## config.mk

```make
export PLATFORM = sky130hd
export DESIGN_NAME = phase_step_ctrl
export DESIGN_NICKNAME = d
export VERILOG_FILES = /design/src/rtl/phase_ctrl_pkg.sv /design/src/rtl/phase_accum.sv /design/src/rtl/phase_step_ctrl.sv
export SDC_FILE = /design/constraint.sdc
export NUM_CORES = 1
export LEC_CHECK = 0
export CORE_UTILIZATION = 49
export CTS_CLUSTER_DIAMETER = 150
export DETAILED_ROUTE_END_ITERATION = 10
export PLACE_DENSITY = 0.85
export SYNTH_ARGS = -nofsm -noshare
export SYNTH_HDL_FRONTEND = slang
export SYNTH_SLANG_ARGS = --single-unit
```

## constraint.sdc

```tcl
create_clock -name clk -period 5.4 [get_ports clk]
set_clock_uncertainty 0.1 [all_clocks]
set_input_delay 1.35 -clock clk [delete_from_list [all_inputs] [get_ports clk]]
set_output_delay 1.35 -clock clk [all_outputs]
set_load 0.005 [all_outputs]
```

## src/rtl/phase_ctrl_pkg.sv

```systemverilog
// ============================================================================
// Module  : phase_ctrl_pkg
// Brief   : Shared state encodings and default widths for the phase stepper.
// Revision: 1.0
// ============================================================================
`default_nettype none

package phase_ctrl_pkg;

    localparam int DEF_ACC_W = 8;
    localparam int DEF_SEL_W = 4;

    typedef enum logic [1:0] {
        ST_IDLE  = 2'd0,
        ST_ARMED = 2'd1,
        ST_RUN   = 2'd2,
        ST_PEND  = 2'd3
    } state_t;

endpackage

`default_nettype wire

```

## src/rtl/phase_accum.sv

```systemverilog
// ============================================================================
// Module  : phase_accum
// Brief   : Registered modulo-2^WIDTH adder with carry, load, hold and clear.
// Revision: 1.0
// ============================================================================
`default_nettype none

module phase_accum #(
    parameter int WIDTH = 8,
    parameter int OUT_W = 4
) (
    input  logic             clk,
    input  logic             rst_n,
    input  logic             clear,
    input  logic             load,
    input  logic [WIDTH-1:0] load_val,
    input  logic             add_en,
    input  logic [WIDTH-1:0] step,
    output logic [OUT_W-1:0] acc_top,
    output logic             carry,
    output logic             carry_nxt
);

    logic [WIDTH-1:0] acc;
    logic [WIDTH:0]   sum;

    assign sum       = {1'b0, acc} + {1'b0, step};
    assign carry_nxt = sum[WIDTH];
    assign acc_top   = acc[WIDTH-1 -: OUT_W];

    // carry is a one-cycle flag tied to the update that produced it
    always_ff @(posedge clk) begin
        if (!rst_n || clear) begin
            acc   <= '0;
            carry <= 1'b0;
        end else if (load) begin
            acc   <= load_val;
            carry <= 1'b0;
        end else if (add_en) begin
            acc   <= sum[WIDTH-1:0];
            carry <= sum[WIDTH];
        end else begin
            carry <= 1'b0;
        end
    end

endmodule

`default_nettype wire

```

## src/rtl/phase_step_ctrl.sv

```systemverilog
// ============================================================================
// Module  : phase_step_ctrl
// Brief   : Phase accumulator sequencer with wrap-deferred step reconfiguration.
// Revision: 1.0
// ============================================================================
`default_nettype none

module phase_step_ctrl
    import phase_ctrl_pkg::*;
#(
    parameter int ACC_W = DEF_ACC_W,
    parameter int SEL_W = DEF_SEL_W
) (
    input  logic             clk,
    input  logic             rst_n,
    input  logic             cfg_valid,
    output logic             cfg_ready,
    input  logic [ACC_W-1:0] cfg_step,
    input  logic [ACC_W-1:0] cfg_phase,
    input  logic             enable,
    input  logic             stop,
    output logic [SEL_W-1:0] acc_sel,
    output logic             sel_vld,
    output logic             wrap,
    output logic             cfg_pend
);

    state_t           state, state_nxt;
    logic [ACC_W-1:0] step_r;
    logic [ACC_W-1:0] shadow;
    logic [SEL_W-1:0] acc_top;
    logic             carry_nxt;
    logic             transfer;
    logic             acc_clear, acc_load, acc_add;
    logic             step_load, shadow_load, shadow_apply;

    assign cfg_ready = (state == ST_IDLE) || (state == ST_RUN);
    assign sel_vld   = (state == ST_RUN) || (state == ST_PEND);
    assign cfg_pend  = (state == ST_PEND);
    assign transfer  = cfg_valid & cfg_ready & ~stop;
    // ARMED holds the loaded offset, but the decoder must see 0 until running
    assign acc_sel   = sel_vld ? acc_top : '0;

    always_ff @(posedge clk) begin
        if (!rst_n) begin
            state <= ST_IDLE;
        end else begin
            state <= state_nxt;
        end
    end

    always_comb begin
        state_nxt    = state;
        acc_clear    = 1'b0;
        acc_load     = 1'b0;
        acc_add      = 1'b0;
        step_load    = 1'b0;
        shadow_load  = 1'b0;
        shadow_apply = 1'b0;
        if (stop) begin
            state_nxt = ST_IDLE;
            acc_clear = 1'b1;
        end else begin
            case (state)
                ST_IDLE: begin
                    if (transfer) begin
                        acc_load  = 1'b1;
                        step_load = 1'b1;
                        state_nxt = ST_ARMED;
                    end
                end
                ST_ARMED: begin
                    if (enable) begin
                        state_nxt = ST_RUN;
                    end
                end
                ST_RUN: begin
                    acc_add = enable;
                    if (transfer) begin
                        shadow_load = 1'b1;
                        state_nxt   = ST_PEND;
                    end
                end
                ST_PEND: begin
                    acc_add = enable;
                    // a zero step never carries, so swap on the next enabled edge
                    if (enable && (carry_nxt || step_r == '0)) begin
                        shadow_apply = 1'b1;
                        state_nxt    = ST_RUN;
                    end
                end
                default: state_nxt = ST_IDLE;
            endcase
        end
    end

    always_ff @(posedge clk) begin
        if (!rst_n || stop) begin
            step_r <= '0;
            shadow <= '0;
        end else begin
            if (step_load) begin
                step_r <= cfg_step;
            end else if (shadow_apply) begin
                step_r <= shadow;
            end
            if (shadow_load) begin
                shadow <= cfg_step;
            end
        end
    end

    phase_accum #(
        .WIDTH (ACC_W),
        .OUT_W (SEL_W)
    ) u_accum (
        .clk       (clk),
        .rst_n     (rst_n),
        .clear     (acc_clear),
        .load      (acc_load),
        .load_val  (cfg_phase),
        .add_en    (acc_add),
        .step      (step_r),
        .acc_top   (acc_top),
        .carry     (wrap),
        .carry_nxt (carry_nxt)
    );

endmodule

`default_nettype wire

```

Word-level counts from Yosys, hierarchy flattened
Index checks and enable logic that the tools add are counted.
{"block": "totals", "reg_bits": 27, "input_bits": 21}
{"block": "classes", "addsub": 1, "n_eq_ne": 7, "muxes": 21, "bitwise_logic": 5, "reduce_logical": 15}
{"operator": "$mux 8", "count": 4}
{"operator": "$mux 1", "count": 11}
{"operator": "$add 8x8->9", "count": 1}
{"operator": "$logic_not 8->1", "count": 1}
{"operator": "$mux 2", "count": 4}
{"operator": "$pmux 2 s4", "count": 1}
{"operator": "$ne 2x2->1 const B", "count": 3}
{"operator": "$logic_or 1x1->1", "count": 5}
{"operator": "$eq 2x2->1 const B", "count": 2}
{"operator": "$mux 4", "count": 1}
{"operator": "$reduce_and 4->1", "count": 1}
{"operator": "$reduce_bool 2->1", "count": 2}
{"operator": "$reduce_or 2->1", "count": 2}
{"operator": "$not 1->1", "count": 3}
{"operator": "$reduce_or 3->1", "count": 1}
{"operator": "$and 1x1->1", "count": 2}
{"operator": "$eq 2x1->1 const B", "count": 1}
{"operator": "$logic_not 2->1", "count": 1}
{"operator": "$ne 2x1->1 const B", "count": 1}
{"operator": "$logic_and 1x1->1", "count": 1}
{"operator": "$logic_not 1->1", "count": 1}

Logic depth before layout (Yosys ltp)
Gate-level depths: netlist (run 1).
{"block": "logic_depth", "ltp_word": 8, "depth_mapped": 8, "depth_no_buf": 7}

Cells and area by module
Synthesis (run 1) repeated with hierarchy kept, for this count alone.
{"block": "unflattened", "cells_unflattened": 180, "hier_area_um2": 1682.9}
{"module": "phase_step_ctrl", "instances": 1, "cells_per_inst": 96, "area_per_inst_um2": 972.2}
{"module": "phase_accum", "instances": 1, "cells_per_inst": 84, "area_per_inst_um2": 710.7}

Worst setup path before layout (run 1)
No wires, ideal clock.
{"block": "synth_timing", "kind": "input port to flip-flop", "start": "input port stop", "end": "register u_accum.acc[5]", "setup_ns": 0.086, "arrival_ns": 2.317, "slack_ns": 2.897, "stages": 6, "n_path_buf": 1, "path_cell_list": "and3b_1 > clkbuf_1 > nor2_1 > a311oi_1 > a21oi_1 > a211oi_1"}
{"block": "synth_via", "elab_chain_len": 6}
{"item": "from (decl)", "line_no": "phase_step_ctrl.sv:21", "rtl": "input logic stop,"}
{"item": "$not 1->1", "line_no": "phase_step_ctrl.sv:40", "rtl": "assign transfer = cfg_valid & cfg_ready & ~stop;"}
{"item": "$and 1x1->1", "line_no": "phase_step_ctrl.sv:40"}
{"item": "$mux 1", "line_no": "phase_step_ctrl.sv:66", "rtl": "if (transfer) begin"}
{"item": "$mux 1", "line_no": "phase_step_ctrl.sv:64", "rtl": "case (state)"}
{"item": "$mux 1", "line_no": "phase_step_ctrl.sv:60", "rtl": "if (stop) begin"}
{"item": "$mux 8 or $reduce_bool 2->1 (tied branches)"}
{"item": "to (signal assigned)", "line_no": "phase_accum.sv:37", "rtl": "acc <= load_val;"}
{"item": "to (signal assigned)", "line_no": "phase_accum.sv:40", "rtl": "acc <= sum[WIDTH-1:0];"}
{"item": "to (decl)", "line_no": "phase_accum.sv:24", "rtl": "logic [WIDTH-1:0] acc;"}
Parallel ways exist; a longest one is shown, timed or not.
A chain may end at the register's enable or synchronous reset.

Final worst setup path (run 1)
{"block": "layout_timing", "start": "register state[1]", "end": "output port acc_sel[3]"}
{"block": "layout_via", "elab_chain_len": 3}
{"item": "from (decl)", "line_no": "phase_step_ctrl.sv:28", "rtl": "state_t state, state_nxt;"}
{"item": "from (signal assigned)", "line_no": "phase_step_ctrl.sv:48", "rtl": "state <= state_nxt;"}
{"item": "$eq 2x2->1", "line_no": "phase_step_ctrl.sv:38", "rtl": "assign sel_vld = (state == ST_RUN) || (state == ST_PEND);"}
{"item": "$logic_or 1x1->1 (*)", "line_no": "phase_step_ctrl.sv:38"}
{"item": "$mux 4 (*)", "line_no": "phase_step_ctrl.sv:42", "rtl": "assign acc_sel = sel_vld ? acc_top : '0;"}
{"item": "to (decl)", "line_no": "phase_step_ctrl.sv:22", "rtl": "output logic [SEL_W-1:0] acc_sel,"}
Every way passes the cells marked *; elsewhere a longest branch is shown, timed or not.

==> results of run 1 <==
[cell usage after synthesis, types with 2 or more instances]
| cell type | n |
|---|---|
| dfxtp_1 | 27 |
| nor2_1 | 14 |
| o211ai_1 | 11 |
| a21oi_1 | 10 |
| nand4_1 | 9 |
| ha_1 | 8 |
| mux2i_1 | 8 |
| o21ai_2 | 8 |
| a22oi_1 | 6 |
| and2_1 | 6 |
| o21ai_0 | 6 |
| or2b_2 | 6 |
| nand2_1 | 5 |
| a211oi_1 | 4 |
| clkbuf_1 | 4 |
| nand3_1 | 4 |
| buf_6 | 3 |
| or4_1 | 3 |
| a21o_1 | 2 |
| buf_2 | 2 |
| inv_1 | 2 |
| nand2b_1 | 2 |
| nor3_1 | 2 |
| xor2_1 | 2 |
[layer usage]
layer | track usage (%) | up-vias | wire, microns
met5 | 0 | - | 0
met1 | 25.4 | 621 | 1600
li1 | - | 712 | -
met2 | 37.5 | 42 | 1650
met4 | 8.64 | 0 | 74
met3 | 2.81 | 9 | 124
[cell families after synthesis]
family | after synthesis | share of synthesized area [%]
buffers and inverters | 14 | 5.66
and+or+nand+nor | 62 | 23.9
DFF | 27 | 33.1
muxes | 9 | 5.59
xor gates and xnor gates | 3 | 1.61
AOI/OAI and AO/OA | 52 | 22.8
adders and majority gates | 9 | 7.35
[worst max-delay path by stage]
stage                        start  cells after the start             end  slack, ns
after floorplan               stop                      6  u_accum.acc[5]       2.90
after global placement        stop                      6       step_r[1]       2.12
final                     state[1]                      2      acc_sel[3]       2.34
after global routing          stop                      6       step_r[7]       2.24
after CTS                 state[1]                      2      acc_sel[3]       2.33
after detailed placement      stop                      6       step_r[0]       2.01
[worst register-to-register path, cell delays in order, from the launching register on]
cell	delay [ns]
dfxtp_1	0.36
ha_1	0.24
fa_1	0.44
a211oi_1	0.25
o21ai_0	0.27
o31ai_4	0.42
and2_1	0.48
o21ai_2	0.11
[power groups by stage]
stage | Combinational (mW) | Clock, mW | Sequential (mW)
global placement | 0.0446 | 0 | 0.209
global route | 0.0508 | 0.0972 | 0.205
CTS | 0.0469 | 0.0911 | 0.205
detailed placement | 0.0466 | 0 | 0.209
floorplan | 0.0289 | 0 | 0.208
finish | 0.0466 | 0.0878 | 0.205
[area by class of cell]
cell class              instances  area (sq um)
multi-input cells             135          1010
repair buffers                 30           295
flip-flops and latches         27           541
clock buffers                   4          26.3
fillers                       277          1170
inverters                       2          7.51
well taps                      44          55.1
[registers in the layout, indices dropped and copies added (netlist names)]
register,flops
shadow,8
step_r,8
u_accum.acc,8
state,2
u_accum.carry,1
==> metrics.csv, run 1 <==
metric;value;unit
period_share;56.7;%
path_clk_slew;0.14;ns
crit_buf_inv;1;
period_needed;3.06;ns
root_buffer;clkbuf_4;
cts_buffer_depth;2;
hold_viol_final;0;
grt_first_pass_wirelength;5690;microns
grt_start_max_net_pins;28;
mostFrequentLayoutCell;clkdlybuf4s50_1;
rr_startpoint;step_r[0];
firstDrtPassIters;4;
finalSetupViolations;0;
hold_start;u_accum.acc[0];
cts_setup_buffers;0;
fin_setup_tns;0;ns
area_growth;18.2;%
synth-warning-count;0;
yosysSeqAreaShare;33.1;%
clkPwrFrac;25.9;%
path_class;reg2out;
synthesis.instances;176;
synth-edff-count;0;
cp_top_family;flip-flops;
ys.flop_type;dfxtp_1;
drt_wl_total;3450;microns
final_core_util;62.3;%
die_h;59.8;microns
switching_share;24.6;%
vdd_drop_max;148;uV
drive_gt1_share;13.6;%
synth_top_area_cell;dfxtp_1;
combPwrFrac;13.7;%
drtIter0Drc;36;
stdcell_area;1930;sq um
wire_per_inst;14.3;microns
worstMarginPinSlew;0.687;ns
internal_power;0.256;mW
worst_ep_arrival_time;1.61;ns
slew-limit-headroom;54.2;%
dp_hpwl;2570;microns
via_count;1384;
die-area;3570;sq um
ys_ff_latch;27;
ys_types;46;
final_cell_mix;clkdlybuf4s50_1 (28), dfxtp_1 (27), nor2_1 (14);
core;3100;sq um
reg2reg_to;step_r[4];
post_cts_resized;0;
avgSynthCellArea;9.29;sq um
synth_top_cell_area_share;33.1;%
rows;20;
crit_chain;and2_1 -> clkdlybuf4s50_1;
power_frac_seq;60.4;%
drc;0;
dp_cells;238;
antenna_found_initial;0;
cts_tree;yes;
holdWs;0.377;ns
p_switching;0.0836;mW
grt_pass1_vias;1336;
synthArstFlopShare;0;%
place_congestion;0.867;
syn-cell-area;1640;sq um
critPathRequiredTime;3.95;ns
rsz0062_at_grt;no;
p_leak;0.692;nW
place_area;1910;sq um
layout.nets;229;
p_per_area;175;nW/um^2
routed_via_density;5.72;
die_w;59.8;microns
end_kind;primary output;
syn_nets;206;
dp_slack;2.01;ns
io_pins;29;
cp-start-kind;flip-flop;
grt_usage;21.1;%
slew_viol_final;0;
io_buffers;28;
setup_slack;2.34;ns
layoutNonFillerInstCount;242;
clk_latency;0.33;ns
diodes;0;
r2r_setup_slack;2.63;ns
fmax;327;MHz
p_total;0.339;mW
cts_buffers;3;
cts.sinks;27;
status;complete, no violations;
postCtsHoldBufs;0;
critPathSlowestCell;dfxtp_1;
overflow;0;
hold-path-endpoint;u_accum.acc[0];
drv_cap;0;
holdPathStages;2;
cp_max_fo;13;
start_util;52.7;%
r2r_cells;7;
synthTopCellsByArea;dfxtp_1 (33%), ha_1 (6.1%), o211ai_1 (5.0%), mux2i_1 (4.9%), o21ai_2 (4.3%);
cpPeakStageDelay;0.61;ns
ant_nets;0;
cts_max_level;1;
hold_class;reg2reg;
Note: power is estimated with default switching activity, not from simulation.
==> run 2: changes to the inputs <==
Clock period 5.4 ns to 3 ns, I/O delays scaled along.
==> metrics.csv, run 2 (same netlist as run 1, synthesis figures left out) <==
metric;value;unit
drive_gt1_share;15.4;%
critPathRequiredTime;3.12;ns
dr_wl_met2;1850;microns
worstMarginPinSlew;0.578;ns
rsz0062_at_grt;no;
setup_slack;0.287;ns
cp_max_fo;9;
rows;20;
wire_per_inst;14.6;microns
dp_slack;0.312;ns
ant_nets;0;
vdd_drop_max;179;uV
period_share;90.4;%
fmax;369;MHz
finalSetupViolations;0;
cts.sinks;27;
drt_wl_total;3580;microns
routed_via_density;5.76;
p_per_area;316;nW/um^2
end_kind;flip-flop;
r2r_setup_slack;0.29;ns
hold_class;reg2reg;
fillers;297;
antenna_found_initial;0;
final_cell_mix;clkdlybuf4s50_1 (28), dfxtp_1 (27), nor2_1 (14);
period_needed;2.71;ns
cts_buffer_depth;2;
die_w;59.8;microns
postCtsHoldBufs;0;
layout.nets;232;
cpPeakStageDelay;0.47;ns
hold-path-endpoint;u_accum.acc[0];
via_count;1412;
rr_startpoint;step_r[0];
seqCellArea;541;sq um
grt_start_max_net_pins;28;
die_h;59.8;microns
io_buffers;28;
combPwrFrac;14.2;%
post_cts_resized;0;
drv_cap;0;
path_clk_slew;0.16;ns
drc;0;
p_total;0.619;mW
drtIter0Drc;44;
crit_buf_inv;0;
worst_ep_arrival_time;2.83;ns
reg_top3;shadow: 8 flops, step_r: 8 flops, u_accum.acc: 8 flops;
cts_buffers;3;
dp_hpwl;2750;microns
slew-limit-headroom;61.1;%
status;complete, no violations;
root_buffer;clkbuf_4;
crit_chain;ha_1 -> fa_1 -> a211oi_1 -> o21ai_0 -> o31ai_4 -> and2_1 -> o21ai_2;
slew_viol_final;0;
io_pins;29;
dr_wl_met3;128;microns
hold_viol_final;0;
power_frac_seq;59.6;%
internal_power;0.462;mW
mostFrequentLayoutCell;clkdlybuf4s50_1;
switching_share;25.4;%
cts_tree;yes;
place_congestion;0.930;
start_util;52.7;%
diodes;0;
topRoutingLayerUsed;met4;
clkPwrFrac;26.2;%
area_growth;19.8;%
multi_input_area;1010;sq um
reg2reg_to;step_r[7];
critPathSlowestCell;and2_1;
path_class;reg2reg;
r2r_cells;7;
drt-met1-wl;1570;microns
overflow;0;
core;3100;sq um
hold_start;u_accum.acc[0];
firstDrtPassIters;4;
p_switching;0.157;mW
p_leak;0.704;nW
cts_max_level;1;
grt_first_pass_wirelength;5870;microns
cp-start-kind;flip-flop;
grt_usage;21.7;%
cp_top_family;compound AO/OA/AOI/OAI gates;
holdPathStages;2;
clk_latency;0.33;ns
die-area;3570;sq um
grt_pass1_vias;1350;
cts_setup_buffers;0;
fin_setup_tns;0;ns
[run 2: changes by cell type in the layout (fill, tap and decap cells not counted), sizes merged]
| cell | previous run | this run |
|---|---|---|
| clkinvlp | 0 | 1 |
| clkbuf | 4 | 3 |
| buf | 2 | 5 |
[run 2: worst max path at each step]
stage / start / end / cells after the start
2_1_floorplan: step_r[0] / step_r[0] / 8
3_3_place_gp: step_r[0] / step_r[0] / 7
3_5_place_dp: step_r[0] / step_r[0] / 7
4_1_cts: step_r[0] / step_r[7] / 7
5_1_grt: step_r[0] / step_r[7] / 7
6_report: step_r[0] / step_r[7] / 7
[run 2: tightest hold or removal path: stages (launching register included)]
cell and delay, ns:
dfxtp_1 0.35, nand2_1 0.06, a21oi_1 0.05
[run 2: layer usage]
layer | vias up | GRT usage (%)
li1 | 709 | -
met1 | 669 | 25.6
met2 | 30 | 40.0
met3 | 4 | 2.38
met4 | 0 | 7.97
met5 | - | 0
[run 2: metrics by stage]
| step | hold WS, ns | cell area [sq um] | std cells | utilization [%] |
|---|---|---|---|---|
| floorplan | 0.340 | 1640 | 176 | - |
| global placement | 0.353 | 1930 | 241 | 62.2 |
| detailed placement | 0.372 | 1930 | 241 | 62.2 |
| CTS | 0.393 | 1960 | 245 | 63.1 |
| global route | 0.400 | 1960 | 245 | 63.1 |
| finish | 0.390 | 1960 | 245 | 63.1 |
[run 2: power by group through the flow]
stage	Combinational (mW)	Clock (mW)	Sequential [mW]
floorplan	0.0520	0	0.374
global placement	0.0842	0	0.376
detailed placement	0.0877	0	0.377
CTS	0.0880	0.171	0.369
global route	0.0954	0.183	0.370
finish	0.0878	0.162	0.369
[run 2: cell type report]
class                      count  share of cell area, %
tap                           44                   2.81
inverter                       2                  0.383
clock buffer                   3                   1.15
sequential                    27                   27.6
multi-input combinational    135                   51.5
clock inverter                 1                  0.383
timing repair buffer          33                   16.2
